===== src/rtl/mux_pkg.sv =====
// Shared defaults, mode encodings and output-register state type for mux_rr_reg.
// Latency: n/a (declarations only).
// Backpressure: n/a.
package mux_pkg;

  localparam int WIDTH_DEF = 16;
  localparam int N_DEF     = 4;

  localparam logic MODE_SEL = 1'b0;  // explicit select via sel
  localparam logic MODE_RR  = 1'b1;  // round-robin arbitration

  typedef enum logic {
    ST_EMPTY = 1'b0,
    ST_FULL  = 1'b1
  } out_state_e;

endpackage


===== src/rtl/rr_pick.sv =====
// Rotating-priority picker: first set req bit searching from ptr+1 upward, modulo N.
// Latency: purely combinational, no state.
// Backpressure: none; the caller decides whether the grant is used.
// Ports: req[N] requests, ptr last-granted index; gnt_valid any request, gnt_idx chosen index.
module rr_pick #(
  parameter int N    = 4,
  parameter int SELW = 2
) (
  input  logic [N-1:0]    req,
  input  logic [SELW-1:0] ptr,
  output logic            gnt_valid,
  output logic [SELW-1:0] gnt_idx
);

  logic [SELW-1:0] idx;

  // Walk the search order backwards so the last hit written is the
  // highest-priority one (offset 1 from ptr).
  always_comb begin
    gnt_valid = 1'b0;
    gnt_idx   = '0;
    idx       = '0;
    for (int k = N; k >= 1; k--) begin
      idx = SELW'((int'(ptr) + k) % N);
      if (req[idx]) begin
        gnt_valid = 1'b1;
        gnt_idx   = idx;
      end
    end
  end

endmodule


===== src/rtl/mux_rr_reg.sv =====
// N-to-1 mux with explicit-select or round-robin arbitration into a single output register.
// Latency: 1 cycle from the transfer edge to o_valid; full throughput of one word per cycle.
// Backpressure: in_ready drops to zero while the register is FULL and o_ready=0.
// Ports: clk/rst_n; mode, sel choose the grant; in_data/in_valid/in_ready per channel;
//        o, o_valid, o_ch output word, its valid and source channel; o_ready downstream accept.
module mux_rr_reg
  import mux_pkg::*;
#(
  parameter int WIDTH = WIDTH_DEF,
  parameter int N     = N_DEF,
  localparam int SELW = (N > 2) ? $clog2(N) : 1
) (
  input  logic               clk,
  input  logic               rst_n,
  input  logic               mode,
  input  logic [SELW-1:0]    sel,
  input  logic [N*WIDTH-1:0] in_data,
  input  logic [N-1:0]       in_valid,
  output logic [N-1:0]       in_ready,
  output logic [WIDTH-1:0]   o,
  output logic               o_valid,
  input  logic               o_ready,
  output logic [SELW-1:0]    o_ch
);

  out_state_e      state_q, state_d;
  logic [WIDTH-1:0] o_q, o_d;
  logic [SELW-1:0] o_ch_q, o_ch_d;
  logic [SELW-1:0] ptr_q, ptr_d;

  logic            rr_vld;
  logic [SELW-1:0] rr_idx;
  logic [N-1:0]    sel_shift;
  logic            sel_hit;
  logic            gnt_vld;
  logic [SELW-1:0] gnt_idx;
  logic            can_accept;
  logic            xfer;
  logic [N*WIDTH-1:0] data_shift;
  logic [WIDTH-1:0]   gnt_dat;

  rr_pick #(.N(N), .SELW(SELW)) u_rr_pick (
    .req       (in_valid),
    .ptr       (ptr_q),
    .gnt_valid (rr_vld),
    .gnt_idx   (rr_idx)
  );

  // Shifting instead of indexing keeps an out-of-range sel (sel>=N) safe:
  // it shifts in zeros and therefore never grants.
  assign sel_shift = in_valid >> sel;
  assign sel_hit   = sel_shift[0] && (int'(sel) < N);

  always_comb begin
    gnt_vld = 1'b0;
    gnt_idx = '0;
    if (mode == MODE_RR) begin
      gnt_vld = rr_vld;
      gnt_idx = rr_idx;
    end else begin
      gnt_vld = sel_hit;
      gnt_idx = sel;
    end
  end

  assign can_accept = (state_q == ST_EMPTY) || o_ready;
  // rst_n gating: state_q already reads EMPTY during reset, which alone
  // would let a grant through.
  assign xfer       = gnt_vld && can_accept && rst_n;
  assign in_ready   = xfer ? (N'(1) << gnt_idx) : '0;

  assign data_shift = in_data >> (int'(gnt_idx) * WIDTH);
  assign gnt_dat    = data_shift[WIDTH-1:0];

  always_comb begin
    state_d = state_q;
    o_d     = o_q;
    o_ch_d  = o_ch_q;
    ptr_d   = ptr_q;
    if (xfer) begin
      state_d = ST_FULL;
      o_d     = gnt_dat;
      o_ch_d  = gnt_idx;
      ptr_d   = gnt_idx;
    end else if ((state_q == ST_FULL) && o_ready) begin
      state_d = ST_EMPTY;
    end
  end

  always_ff @(posedge clk or negedge rst_n) begin
    if (!rst_n) begin
      state_q <= ST_EMPTY;
      o_q     <= '0;
      o_ch_q  <= '0;
      ptr_q   <= SELW'(N - 1);
    end else begin
      state_q <= state_d;
      o_q     <= o_d;
      o_ch_q  <= o_ch_d;
      ptr_q   <= ptr_d;
    end
  end

  assign o       = o_q;
  assign o_ch    = o_ch_q;
  assign o_valid = (state_q == ST_FULL);

endmodule


===== config.mk =====
export PLATFORM = sky130hd
export DESIGN_NAME = mux_rr_reg
export DESIGN_NICKNAME = d
export VERILOG_FILES = /design/src/rtl/mux_pkg.sv /design/src/rtl/rr_pick.sv /design/src/rtl/mux_rr_reg.sv
export SDC_FILE = /design/constraint.sdc
export NUM_CORES = 1
export LEC_CHECK = 0
export BUFFER_PORTS_ARGS = -buffer_cell sky130_fd_sc_hd__buf_2
export CAP_MARGIN = 40
export CORE_MARGIN = 2
export CORE_UTILIZATION = 45
export CTS_CLUSTER_SIZE = 25
export DETAILED_ROUTE_END_ITERATION = 7
export PLACE_DENSITY = 0.86
export SLEW_MARGIN = 5
export SYNTH_ARGS = -nofsm -noshare
export SYNTH_HDL_FRONTEND = slang
export SYNTH_SLANG_ARGS = --single-unit

===== constraint.sdc =====
create_clock -name clk -period 4.1 [get_ports clk]
set_clock_uncertainty 0.1 [all_clocks]
set_input_delay 0.205 -clock clk [delete_from_list [all_inputs] [get_ports clk]]
set_output_delay 0.205 -clock clk [all_outputs]
set_load 0.01 [all_outputs]

Yosys cells after proc, flatten, opt, wreduce, memory -nomap -nowiden
Cells that the tools add are included.
{"block": "word_totals", "ff_bits": 21, "latchBits": 0, "ram_bits": 0, "mem_bits_ro": 0, "in_bits": 74, "memories": 0}
{"block": "classes", "add_sub_neg": 4, "n_mul": 0, "div_mod_pow": 0, "magnitude_cmp": 4, "eq_ne": 0, "shifts": 3, "muxes": 21, "bitwise": 1, "reduce_logical": 5}
{"operator": "64-bit by 6-bit right shift with 16-bit output", "count": 1}
{"operator": "2-bit by 3-bit less-than comparator with 1-bit output, second input constant", "count": 4}
{"operator": "1-bit 2-to-1 mux", "count": 11}
{"operator": "2-bit 2-to-1 mux", "count": 5}
{"operator": "1-bit binary-select mux with 2-bit select", "count": 4}
{"operator": "2-bit by 1-bit adder with 2-bit output, second input constant", "count": 2}
{"operator": "2-bit adder, second input constant", "count": 2}
{"operator": "4-bit 2-to-1 mux", "count": 1}
{"operator": "1-bit by 2-bit << shifter with 4-bit output, first input constant", "count": 1}
{"operator": "4-bit by 2-bit right shift with 1-bit output", "count": 1}
{"operator": "1-bit logical AND", "count": 3}
{"operator": "2-bit nonzero test", "count": 1}
{"operator": "1-bit logical OR", "count": 1}
{"operator": "1-bit NOT", "count": 1}

Depth between registers and ports, before layout
Gate-level depths: netlist (run 1).
{"block": "logic_depth", "depth_word": 11, "ltp_mapped": 8}

Modules after synthesis
From an unflattened synthesis (run 1), not the netlist that was laid out.
{"block": "unflattened", "hier_cells": 128, "area_unflattened_um2": 1580.3}
{"mod": "mux_rr_reg", "n_inst": 1, "cells_each": 114, "area_per_inst_um2": 1488.9, "seq_area_each_um2": 528.0}
{"mod": "rr_pick", "n_inst": 1, "cells_each": 14, "area_per_inst_um2": 91.3, "seq_area_each_um2": 0.0}

Least setup slack after synthesis (run 1)
OpenSTA, ideal clock, no wires.
{"block": "synth_path", "path_type": "register to register", "start": "register state_q (netlist: o_valid)", "end": "register o_q[1] (netlist: o[1])", "setup_ns": 0.130, "arrival_ns": 1.837, "required_ns": 3.870, "slack_ns": 2.033, "path_stages_with_launch": 9, "path_cell_list": "dfrtp_1 -> nand2b_1 -> nand2_1 -> or4_1 -> buf_2 -> a311oi_4 -> buf_6 -> and3_1 -> a211oi_1"}
{"block": "synth_via", "elab_chain_len": 4}
{"element": "start: declaration", "line_no": "mux_rr_reg.sv:26", "source": "out_state_e state_q, state_d;"}
{"element": "start signal: assignment", "line_no": "mux_rr_reg.sv:97", "source": "state_q <= state_d;"}
{"element": "1-bit NOT", "line_no": "mux_rr_reg.sv:66", "source": "assign can_accept = (state_q == ST_EMPTY) || o_ready;"}
{"element": "1-bit logical OR", "line_no": "mux_rr_reg.sv:66"}
{"element": "1-bit logical AND (2 in series)", "line_no": "mux_rr_reg.sv:69", "source": "assign xfer = gnt_vld && can_accept && rst_n;"}
{"element": "end signal: assignment", "line_no": "mux_rr_reg.sv:93", "source": "o_q <= '0;"}
{"element": "end signal: assignment", "line_no": "mux_rr_reg.sv:98", "source": "o_q <= o_d;"}
{"element": "end: declaration", "line_no": "mux_rr_reg.sv:27", "source": "logic [WIDTH-1:0] o_q, o_d;"}
No other way between the ends.
A chain may end at the register's enable or synchronous reset.

Worst setup path in the final report (run 1)
{"block": "layout_path", "start": "input port rst_n", "end": "register o_q[15] (netlist: o[15])"}
{"block": "layout_via", "elab_chain_len": 1}
{"element": "start: declaration", "line_no": "mux_rr_reg.sv:14", "source": "input logic rst_n,"}
{"element": "1-bit logical AND", "line_no": "mux_rr_reg.sv:69"}
No other way between the ends.

==> results of run 1 <==
[critical path: stages]
cell and delay (ns):
dlygate4sd3_1 0.53, buf_2 0.41, nand2_1 0.16, or4_1 0.68
a311oi_4 0.65, and3_1 0.27, a211oi_1 0.05
[power by group]
group	total [mW]	internal (mW)	switching, mW
combinational	0.343	0.160	0.183
sequential	0.312	0.273	0.0384
clock	0.0987	0.0379	0.0608
[final cells by class]
type | instances | area [µm²] | area share [%]
clock buffers | 4 | 26.3 | 1.31
inverters | 2 | 7.51 | 0.375
flip-flops and latches | 21 | 528 | 26.4
multi-input cells | 134 | 847 | 42.3
repair buffers | 100 | 537 | 26.8
well taps | 44 | 55.1 | 2.75
[per-layer routing]
| layer | GRT usage (%) | vias to the layer above |
|---|---|---|
| met5 | 0 | - |
| met4 | 5.71 | 0 |
| met3 | 3.46 | 6 |
| met2 | 40.5 | 70 |
| met1 | 24.7 | 738 |
| li1 | - | 792 |
[sequential cells by signal (all words and copies together) (netlist names)]
register  flops
o            16
o_ch          2
o_valid       1
ptr_q         2
[cell families after synthesis]
family,after synthesis
flip-flops,21
AND/OR/NAND/NOR,86
buffers and inverters,12
AO/OA/AOI/OAI,31
multiplexers,17
[worst min-delay path by stage]
| stage | start | end | depth (start not counted) |
|---|---|---|---|
| 2_1_floorplan | rst_n | o[0] | 0 |
| 6_report | in_data[40] | o[8] | 3 |
| 3_3_place_gp | rst_n | o[2] | 1 |
| 3_5_place_dp | rst_n | o[2] | 1 |
| 5_1_grt | in_data[40] | o[8] | 3 |
| 4_1_cts | in_data[40] | o[8] | 3 |
[placed cells by master (no fill, tap or decap), types with 2 or more instances in the layout]
cell	n
buf_2	96
nand2_1	36
nor2_1	20
dfrtp_1	19
and3_1	17
a211oi_1	16
mux2i_1	16
nor2b_1	3
o21a_1	3
clkbuf_4	3
nor3b_1	2
inv_1	2
a31oi_1	2
nand2b_1	2
a21o_1	2
dfstp_2	2
==> impl_metrics.yaml, run 1 <==
synth:
  synthDistinctLibCells: 32
  synth_top_area_cell: "dfrtp_1"
  synth_warnings: 0
  synthXorXnorAreaFrac_pct: 0
  synth_commonest_cells: "nand2_1, nor2_1, dfrtp_1"
  synthFlopType: "dfrtp_1"
  syn_nets: 241
  synth-seq-cells: 21
  synth_top_family_by_area: "simple AND/OR/NAND/NOR gates"
  synth.avg_cell_area_um2: 8.50
  syn-cell-area_um2: 1420
  synth_seq_area_share_pct: 37.2
  synth_adder_area_share_pct: 0
  yosys.area_share.simple_pct: 28.5
  synth_top_area_share_pct: 33.5
  syn_inst: 167
  ys_top_cells_by_area: "dfrtp_1, mux2i_1, nand2_1"
  synth-compound-area-share_pct: 17.8
  synth_edf_count: 0
  synthMuxAreaShare_pct: 12.1
  synth.most_common_cell: "nand2_1"
  synth-async-reset-ratio_pct: 100
sta:
  max-slew-margin-rel_pct: 51.6
  hold_violations: 0
  fin_crit_sh_pct: 70.4
  fmax_mhz: 346
  rsz0062_at_grt: "false"
  tightestPinTransition_ns: 0.726
  setup_slack_ns: 1.21
  period_needed_ns: 2.89
  final_max_slew_viol_count: 0
  hold-worst-slack_ns: 0.0520
  finalSetupTns_ns: 0
  setup_viol: 0
clock_tree:
  cts_buffers: 3
  cts_buffer_depth: 2
  cts_tree: "done"
  worst_skew_pair.late_latency_ns: 0.30
  cts_hold_buf: 1
  cts.sinks: 21
  htreeDepth: 1
  postCtsSetupBuffers: 0
  clk_pin_slew_ns: 0.11
  post_cts_resized: 0
  root_buffer: "clkbuf_4"
setup_path:
  cp.arrival_ns: 2.96
  cp.required_ns: 4.18
  r2r_setup_slack_ns: 1.61
  r2r_start: "ptr_q[0]"
  startpoint: "rst_n"
  crit_path_max_fanout: 22
  crit_end: "o[15]"
  path_class: "in2reg"
  critPathLaunchType: "primary input"
  reg2reg_depth: 6
  r2r_end: "o[0]"
  critical_path.endpoint_type: "register"
final_layout:
  fillers: 275
  final_nets: 336
  instances_no_fill: 305
  diodes: 0
  utilization_pct: 66.1
  drive_gt1_share_pct: 42.1
  syn_to_final_growth_pct: 40.9
  stdcell_area_um2: 2000
drt:
  wl_met3_um: 257
  drc: 0
  highest_layer: "met4"
  drt_wl_total_mm: 3.95
  m1WireLength_mm: 1.70
  first_pass_iters: 5
  viasPerCell: 5.27
  drtAntennaViolNets: 0
  drt_iter0_markers: 57
  via_count: 1606
  dr_wl_met2_mm: 1.96
  wl_per_cell_um: 13.0
run_status:
  outcome: "finished, final reports clean"
placement:
  gp_congestion: 0.888
  dp_slack_ns: 1.38
  postPlaceCellArea_um2: 1960
  dpl.cell_count: 300
  dp_hpwl_mm: 3.00
  io_buffers: 96
floorplan:
  row_count: 20
  initial_utilization_pct: 46.9
  fp.dieH_um: 60.2
  dieArea_um2: 3620
  core_area_um2: 3030
  die_x_um: 60.2
  pin_count: 97
power:
  pwr_density_cell_nw_per_um2: 377
  p_leak_nw: 1.05
  ir_drop_mv: 0.159
  p_total_mw: 0.753
global_routing:
  grt_max_degree: 24
  grt-ovfl-total: 0
  grt_pass1_wl_mm: 5.93
  grt_usage_pct: 21.5
  first_global_vias: 1457
  antenna_found_initial: 0
worst_hold_path:
  hold_class: "in2reg"
flow_run:
  cap_violations: 0
No activity file was read; power rests on OpenSTA's default activity.
==> run 2: changes to the inputs <==
--- a/config.mk
+++ b/config.mk
@@ -8,10 +8,10 @@
 export BUFFER_PORTS_ARGS = -buffer_cell sky130_fd_sc_hd__buf_2
 export CAP_MARGIN = 40
 export CORE_MARGIN = 2
-export CORE_UTILIZATION = 45
+export CORE_UTILIZATION = 37
 export CTS_CLUSTER_SIZE = 25
 export DETAILED_ROUTE_END_ITERATION = 7
-export PLACE_DENSITY = 0.86
+export PLACE_DENSITY = 0.76
 export SLEW_MARGIN = 5
 export SYNTH_ARGS = -nofsm -noshare
 export SYNTH_HDL_FRONTEND = slang
==> constraint.sdc (replaced) <==
create_clock -name clk -period 2.31 [get_ports clk]
set_clock_uncertainty 0.1 [all_clocks]
set_input_delay 0.1155 -clock clk [delete_from_list [all_inputs] [get_ports clk]]
set_output_delay 0.1155 -clock clk [all_outputs]
set_load 0.01 [all_outputs]
==> run 2 against run 1 <==
  * Worst hold slack got worse by 0.044 ns
  * Sequential power rose by 77%
  * Wire length up 1.8%
  * Final cell count up 4.6%
  * Clock-buffer cell count down 1
  * Total power grew 91%
  * Critical path depth stayed put
  * Worst setup slack got worse by 1.1 ns
  * Sequential cell count unchanged
  * Combinational power is 87% higher
  * Highest routed layer unchanged
==> impl_metrics.yaml, run 2 (synthesis gave the netlist of run 1 again) <==
final_layout:
  largest_reg_flops: 16
  fillers: 381
  final_nets: 346
  diodes: 0
  utilization_pct: 57.1
  drive_gt1_share_pct: 45.0
  final_common_cell: "buf_2"
  layout_common_cells: "buf_2, nand2_1, nor2_1"
  stdcell_area_um2: 2110
  syn_to_final_growth_pct: 48.4
drt:
  via_count: 1591
  drtAntennaViolNets: 0
  dr_wl_met2_mm: 1.96
  drt_wl_total_mm: 4.02
  viasPerCell: 4.99
  highest_layer: "met4"
  wl_met3_um: 306
  drc: 0
  wl_per_cell_um: 12.6
  m1WireLength_mm: 1.72
  first_pass_iters: 4
  drt_iter0_markers: 63
clock_tree:
  worst_skew_pair.late_latency_ns: 0.26
  cts_buffers: 3
  cts_tree: "done"
  clk_pin_slew_ns: 0.08
  postCtsSetupBuffers: 0
  cts_buffer_depth: 2
  cts.sinks: 21
  htreeDepth: 1
  root_buffer: "clkbuf_8"
placement:
  dp_slack_ns: 0.0724
  io_buffers: 96
  dp_hpwl_mm: 3.17
  gp_congestion: 0.749
  postPlaceCellArea_um2: 2040
global_routing:
  grt_pass1_wl_mm: 6.33
  grt_usage_pct: 18.6
  grt_max_degree: 22
  grt-ovfl-total: 0
  first_global_vias: 1434
  antenna_found_initial: 0
floorplan:
  initial_utilization_pct: 38.5
  dieArea_um2: 4350
  die_x_um: 66.0
  row_count: 22
  pin_count: 97
  core_area_um2: 3690
  fp.dieH_um: 66.0
sta:
  tightestPinTransition_ns: 0.687
  setup_slack_ns: 0.0834
  final_max_slew_viol_count: 0
  hold_violations: 0
  period_needed_ns: 2.23
  hold-worst-slack_ns: 0.00798
  fin_crit_sh_pct: 96.4
  setup_viol: 0
  rsz0062_at_grt: "false"
  fmax_mhz: 449
  max-slew-margin-rel_pct: 53.0
setup_path:
  crit_path_max_fanout: 13
  critPathLaunchType: "register"
  critical_path.endpoint_type: "output port"
  cp.required_ns: 2.09
  r2r_setup_slack_ns: 0.16
  path_class: "reg2out"
  reg2reg_depth: 8
  cp.arrival_ns: 2.01
flow_run:
  cap_violations: 0
power:
  p_leak_nw: 1.11
  p_total_mw: 1.44
  pwr_density_cell_nw_per_um2: 683
  ir_drop_mv: 0.287
run_status:
  outcome: "finished, final reports clean"
worst_hold_path:
  hold_class: "in2reg"
  hold_depth: 3
==> run 2: where the power goes <==
| part | total (mW) | internal (mW) | leakage (nW) | switching (mW) |
|---|---|---|---|---|
| Sequential | 0.552 | 0.485 | 0.232 | 0.0665 |
| Combinational | 0.642 | 0.313 | 0.854 | 0.329 |
| Clock | 0.245 | 0.120 | 0.0255 | 0.125 |
| Total | 1.44 | 0.919 | 1.11 | 0.520 |
==> run 2: timing repair <==
action | CTS | global route
setup endpoints to repair | 1 | 8
endpoints found under the hold margin | 21 | 0
hold buffers | 1 | 0
resized for setup | 1 | 2
==> run 2: worst paths after layout <==
check	from	to
hold / removal	in_data[40]	o[8]
min in group asynchronous	rst_n	o_valid
setup / recovery	ptr_q[0]	in_ready[0]
max in group asynchronous	rst_n	ptr_q[0]
setup reg to reg	o_valid	o[15]
hold reg to reg	o_ch[0]	o_ch[0]
==> run 2: cell type report <==
class                      count  area (µm²)  area share [%]
sequential                    21         528            25.1
timing repair buffer         110         612            29.0
multi-input combinational    134         853            40.5
tap                           48        60.1            2.85
clock buffer                   3        41.3            1.96
clock inverter                 1        5.00           0.238
inverter                       2        7.51           0.356
==> run 2: layer usage <==
metal | vias up | global-route usage, %
li1 | 805 | -
met1 | 718 | 22.4
met2 | 64 | 34.2
met3 | 4 | 2.90
met4 | 0 | 4.59
met5 | - | 0
==> run 2: worst max-delay path, stage by stage (launching register included) <==
cell	delay [ns]
dfstp_2	0.40
or3b_2	0.48
o2111ai_2	0.14
o21a_1	0.18
buf_6	0.17
nand2_1	0.10
nor2_1	0.14
buf_2	0.14
==> run 2: per-stage QoR <==
step,setup TNS [ns],cells
floorplan,0,167
global placement,-0.694,313
detailed placement,0,314
CTS,0,319
global route,0,319
finish,0,319
